## src/rtl/mux2_stream_arbiter.sv

```systemverilog
// Round-robin arbiter that steers a 2:1 valid/ready data mux between requesters A and B.
// Grants lock for a whole burst (until last or MAX_BURST beats); data passes through unregistered.
module mux2_stream_arbiter #(
    parameter int DATA_W    = 8,
    parameter int MAX_BURST = 4
) (
    input  logic              clk,
    input  logic              rst,
    input  logic              a_valid,
    input  logic [DATA_W-1:0] a_data,
    input  logic              a_last,
    output logic              a_ready,
    input  logic              b_valid,
    input  logic [DATA_W-1:0] b_data,
    input  logic              b_last,
    output logic              b_ready,
    output logic              out_valid,
    output logic [DATA_W-1:0] out_data,
    output logic              out_last,
    input  logic              out_ready,
    output logic              sel,
    output logic              busy
);

    localparam int CNT_W = $clog2(MAX_BURST + 1);
    localparam logic [CNT_W-1:0] FINAL_BEAT = CNT_W'(MAX_BURST - 1);
    localparam logic LG_A = 1'b0;
    localparam logic LG_B = 1'b1;

    typedef enum logic [1:0] {
        IDLE    = 2'd0,
        GRANT_A = 2'd1,
        GRANT_B = 2'd2
    } state_t;

    state_t           state;
    logic             last_grant;
    logic [CNT_W-1:0] beat_cnt;

    logic cur_valid;
    logic cur_last;
    logic other_valid;
    logic xfer;
    logic release_grant;

    // NOTE: every signal gets a default before the case so no path leaves it unassigned (no latch).
    always_comb begin
        cur_valid   = 1'b0;
        cur_last    = 1'b0;
        other_valid = 1'b0;
        case (state)
            GRANT_A: begin
                cur_valid   = a_valid;
                cur_last    = a_last;
                other_valid = b_valid;
            end
            GRANT_B: begin
                cur_valid   = b_valid;
                cur_last    = b_last;
                other_valid = a_valid;
            end
            default: ;
        endcase
    end

    assign xfer          = cur_valid & out_ready;
    // The MAX_BURST-th beat releases even without last, forcing re-arbitration.
    assign release_grant = xfer & (cur_last | (beat_cnt == FINAL_BEAT));

    assign a_ready   = (state == GRANT_A) & out_ready;
    assign b_ready   = (state == GRANT_B) & out_ready;
    assign out_valid = cur_valid;
    assign out_last  = cur_last;
    assign out_data  = sel ? b_data : a_data;
    assign busy      = (state != IDLE);

    // NOTE: state registers use non-blocking assignments so every flop samples pre-edge values.
    always_ff @(posedge clk or posedge rst) begin
        if (rst) begin
            state      <= IDLE;
            sel        <= 1'b0;
            last_grant <= LG_B;
            beat_cnt   <= '0;
        end else begin
            case (state)
                IDLE: begin
                    beat_cnt <= '0;
                    if (a_valid && (!b_valid || last_grant == LG_B)) begin
                        state <= GRANT_A;
                        sel   <= 1'b0;
                    end else if (b_valid) begin
                        state <= GRANT_B;
                        sel   <= 1'b1;
                    end
                end
                GRANT_A, GRANT_B: begin
                    if (release_grant) begin
                        last_grant <= (state == GRANT_B) ? LG_B : LG_A;
                        beat_cnt   <= '0;
                        // Hand straight to a waiting peer so no idle cycle separates bursts.
                        if (other_valid) begin
                            state <= (state == GRANT_A) ? GRANT_B : GRANT_A;
                            sel   <= (state == GRANT_A);
                        end else begin
                            state <= IDLE;
                        end
                    end else if (xfer) begin
                        beat_cnt <= beat_cnt + 1'b1;
                    end
                end
                default: state <= IDLE;
            endcase
        end
    end

endmodule

```

## config.mk

```make
export PLATFORM = sky130hd
export DESIGN_NAME = mux2_stream_arbiter
export DESIGN_NICKNAME = d
export VERILOG_FILES = /design/src/rtl/mux2_stream_arbiter.sv
export SDC_FILE = /design/constraint.sdc
export NUM_CORES = 1
export LEC_CHECK = 0
export BUFFER_PORTS_ARGS = -buffer_cell sky130_fd_sc_hd__clkbuf_2
export CAP_MARGIN = 20
export CELL_PAD_IN_SITES_DETAIL_PLACEMENT = 0
export CELL_PAD_IN_SITES_GLOBAL_PLACEMENT = 1
export CORE_MARGIN = 3
export CORE_UTILIZATION = 31
export CTS_BUF_LIST = sky130_fd_sc_hd__clkbuf_8
export CTS_CLUSTER_SIZE = 8
export DETAILED_ROUTE_END_ITERATION = 8
export GPL_TIMING_DRIVEN = 1
export PLACE_DENSITY_LB_ADDON = 0.1
export SYNTH_ARGS = -nofsm -noshare
export SYNTH_HDL_FRONTEND = slang
export SYNTH_SLANG_ARGS = --single-unit
export TNS_END_PERCENT = 100
```

## constraint.sdc

```tcl
create_clock -name clk -period 2 [get_ports clk]
set_input_delay 0.2 -clock clk [delete_from_list [all_inputs] [get_ports clk]]
set_output_delay 0.2 -clock clk [all_outputs]
set_load 0.05 [all_outputs]
```

---- After elaboration in Yosys (flattened, before gate mapping) ----
Cells that the tools add are included.
word-level totals
  register bits after elaboration ......... 7
  input bits .............................. 23
  output and inout port bits .............. 14
  word-level logic and storage cells ...... 47
operators by class
  add/subtract/negate cells ............... 1
  eq/ne operators ......................... 7
  mux-type cells .......................... 19
  bitwise operators ....................... 5
  reductions and logical operators ........ 11
operator list
  operator                                                               count
  2-bit two-way mux                                                      5
  8-bit two-way mux                                                      1
  1-bit case mux with 2 select lines                                     4
  3-bit two-way mux                                                      2
  3-bit != test, second input constant                                   2
  3-bit case mux with 2 select lines                                     1
  2-bit AND reduction                                                    3
  1-bit two-way mux                                                      5
  1-bit bitwise AND                                                      4
  2-bit != test, second input constant                                   2
  2-bit case mux with 2 select lines                                     1
  4-bit AND reduction                                                    1
  2-bit nonzero test                                                     2
  3-bit by 1-bit adder with 3-bit output, second input constant          1
  3-bit by 2-bit equality test with 1-bit output, second input constant  1
  2-bit by 1-bit equality test with 1-bit output, second input constant  1
  2-bit equality test, second input constant                             1
  2-bit logical NOT                                                      1
  2-bit OR reduction                                                     1
  1-bit logical AND                                                      1
  1-bit logical NOT                                                      1
  1-bit logical OR                                                       1
  1-bit bitwise OR                                                       1

---- Longest topological paths before layout ----
  depth in word-level cells ............... 6
  gate-level depth with buffers ........... 6
  mapped depth without buffers ............ 6

---- Worst setup path after synthesis ----
Ideal clock, no wire load.
  kind .................................... flip-flop to output port
  start ................................... reg state[0]
  end ..................................... out out_last
  arrival time ............................ 1,627 ps
  path slack .............................. 173 ps
  cell stages (with the launch flop) ...... 5
  cell sequence ........................... dfrtp_1 > inv_1 > ha_1 > inv_1 > nor2_1
on the way
  longest elaborated chain between the ends .. 2
ends and longest elaborated chain
  element                                                                                       line  text
  from (decl)                                                                                   36    state_t state;
  from (signal assigned)                                                                        102   state <= (state == GRANT_A) ? GRANT_B : GRANT_A;
  2-bit equality test / 2-bit by 1-bit equality test with 1-bit output (equally long branches)  51    case (state)
  1-bit case mux with 2 select lines (*)                                                        51
  to (decl)                                                                                     19    output logic out_last,
Every way passes the cells marked *; elsewhere a longest branch is shown, timed or not.

---- Worst setup path after layout ----
  start ................................... reg state[0]
  end ..................................... reg state[1]
on the way
  longest elaborated chain between the ends .. 6
ends and longest elaborated chain
  element                                                                                       line         text
  2-bit equality test / 2-bit by 1-bit equality test with 1-bit output (equally long branches)  51, 85, 102
  1-bit case mux with 2 select lines                                                            51
  1-bit bitwise AND / 1-bit bitwise OR (equally long branches)                                  66, 68
  1-bit bitwise AND                                                                             68           assign release_grant = xfer & (cur_last | (beat_cnt == FINAL_BEAT));
  2-bit != test (no source line)                                                                --
  2-bit AND reduction (no source line)                                                          --
Parallel ways exist; a longest one is shown, timed or not. The select of a mux whose other input is x is not followed.
A chain may end at the register's enable or synchronous reset.

==> reports/summary.txt <==
Post-synth EDFFs - 0
Post-Syn Instances - 70
Hold WS - 404 ps
Startpoint Class - flip-flop
Power Dens Cells - 1570 mW/mm²
drt wl/cell - 11.5 µm
minimum clock period - 1900 ps
TritonCTS clock tree - yes
ys async rst share - 1.00
GPL Wtd Cong - 0.700
count leader, synth - mux2_2
# clock sinks - 7
Worst Path Required - 2100 ps
num rows - 15
Final setup viols - 0
synthesis-to-finish area growth - 40.8%
io pins - 37
synthesized area - 651 µm²
largest net degree at the start of global routing - 11
Hold Crit Class - input pin to flip-flop
first-pass GRT wire length - 2500 µm
nets - 141
Setup Skew - 0.735 ps
Final Hold Violating Endpoints - 0
clock slew seen by the registers of the worst setup and hold paths - 40 ps
dpl hpwl - 1270 µm
Synth top area share - 0.231
max-cap violations - 0
Die ar. - 0.00268 mm²
crit path kind - flip-flop to flip-flop
die width - 51.8 µm
Max transition margin - 0.755
Root Buffer - clkbuf_8
Core Box Area - 0.00186 mm²
Final period util - 0.948
DIE HEIGHT - 51.8 µm
Synthesis Warnings - 0
synth top area cells - dfrtp_1, mux2_2, ha_1, inv_1, dfstp_2
initial antenna violation count - 0
post-synth cell types - 30
H-tree depth - 1
TritonRoute pass-1 iters - 4
VDD IR-drop max - 0.935 mV
net count after synthesis - 100
clock latency on the worst-skew pair - 220 ps
vias per cell - 4.77
drt drc - 0
Yosys reg bits - 7
fmax - 527 MHz
syn avg cell area - 9.29 µm²
Lkg Pwr - 0.487 nW
CP Max Fanout - 8
Ant. Diodes - 0
fin. max-slew vios - 0
Util after Layout - 0.493
Initial Utilization - 0.350
Synth top cells by count - mux2_2, inv_1, ha_1
setup repair bufs after CTS - 0
Post-DRT Antenna Nets - 0
Critical Path End Type - flip-flop
setup_tns - 0 ps
DR iter-0 viols - 12
GRT Overall Usage - 0.121
grt ovf - 0
IO Port Bufs - 36
Seq/Total Area, Yosys - 0.271
Vias - 644
number of global-route vias before repair - 611
largest area contributor in the netlist - dfrtp_1
arrival time at the worst endpoint - 1990 ps
Worst Tran Pin Value - 367 ps
outcome - finished clean
Synth Flop Type - dfrtp_1
clk buf depth - 2
Total Wirelength - 1550 µm
share of post-route cells with drive strength above 1 - 0.509
clock buffers created by TritonCTS - 3
## path summary, 6_finish.rpt
kind                                            to                    start  depth (start not counted)  slack (ps)
max                           state[1]$_DFFE_PP0P_     state[0]$_DFFE_PP0P_                          6         100
min                         last_grant$_DFFE_PP1P_                out_ready                          3         400
max reg2reg                   state[1]$_DFFE_PP0P_     state[0]$_DFFE_PP0P_                          6         100
min reg2reg                beat_cnt[0]$_DFFE_PP0P_  beat_cnt[0]$_DFFE_PP0P_                          1         480
max in group asynchronous   last_grant$_DFFE_PP1P_                      rst                          3        1300
min in group asynchronous  beat_cnt[0]$_DFFE_PP0P_                      rst                          3         440
## metal layers
metal  up-vias  GRT usage  share of wire
met5         -          0              0
met3         2     0.0229          0.075
met4         0     0.0262         0.0032
li1        328          -              -
met2        28      0.203           0.45
met1       286      0.159           0.47
## state kept, by name (all words and copies together) (netlist names)
name,cells
sel,1
beat_cnt,3
last_grant,1
state,2
## placed cells by master (no fill, tap or decap), drive strengths merged
cell	Yosys	routed
a21oi	2	2
a32oi	1	1
nand4	1	1
clkbuf	1	39
dfstp	1	1
inv	9	10
nor2b	1	1
or2	2	2
dlygate4sd3	0	1
dfrtp	6	6
a21o	1	1
or3	1	1
nand3	5	5
nand2b	1	1
a221o	1	1
o31ai	1	1
and2	3	3
nand2	2	2
a22oi	3	3
mux2i	1	1
ha	7	7
a22o	1	1
mux2	11	11
nor2	2	2
o21ai	6	6
## what timing repair did
| item | CTS | global route |
|---|---|---|
| hold buffers | 1 | 0 |
| setup endpoints to repair | 0 | 1 |
| resized for setup | 0 | 1 |
| endpoints found under the hold margin | 6 | 0 |
## per-stage QoR
stage	std cells	area, µm²	total power, mW	setup slack [ps]
6_report	135	916	1.43	104
5_1_grt	135	916	1.53	-4.39
4_1_cts	135	913	1.43	76.3
3_5_place_dp	130	858	1.23	132
3_3_place_gp	130	858	1.24	191
2_1_floorplan	70	651	1.03	173
## layout make-up
| cell class | count | area (µm²) |
|---|---|---|
| clock buffer | 3 | 41.3 |
| clock inverter | 1 | 3.75 |
| fill | 188 | 942 |
| inverter | 9 | 33.8 |
| multi-input combinational | 53 | 439 |
| sequential | 7 | 176 |
| tap | 25 | 31.3 |
| timing repair buffer | 37 | 190 |
## cell families after synthesis
group	synth area share
compound gates	0.171
flops	0.271
buf+inv	0.0577
simple gates	0.160
fa+ha+maj	0.135
mux	0.206
## critical path, stage by stage, from the launching register on
cell	delay, ps
dfrtp_1	420
inv_1	110
ha_1	310
a221o_1	240
nand4_2	160
a22oi_2	190
mux2_1	350
## power by group
| part | internal [mW] | switching (mW) | leakage, nW | total [mW] |
|---|---|---|---|---|
| sequential | 0.195 | 0.0621 | 0.0889 | 0.257 |
| clock | 0.132 | 0.0587 | 0.0269 | 0.191 |
| combinational | 0.328 | 0.659 | 0.371 | 0.986 |
| total | 0.655 | 0.779 | 0.487 | 1.43 |
Power figures use the tool's default switching activity.
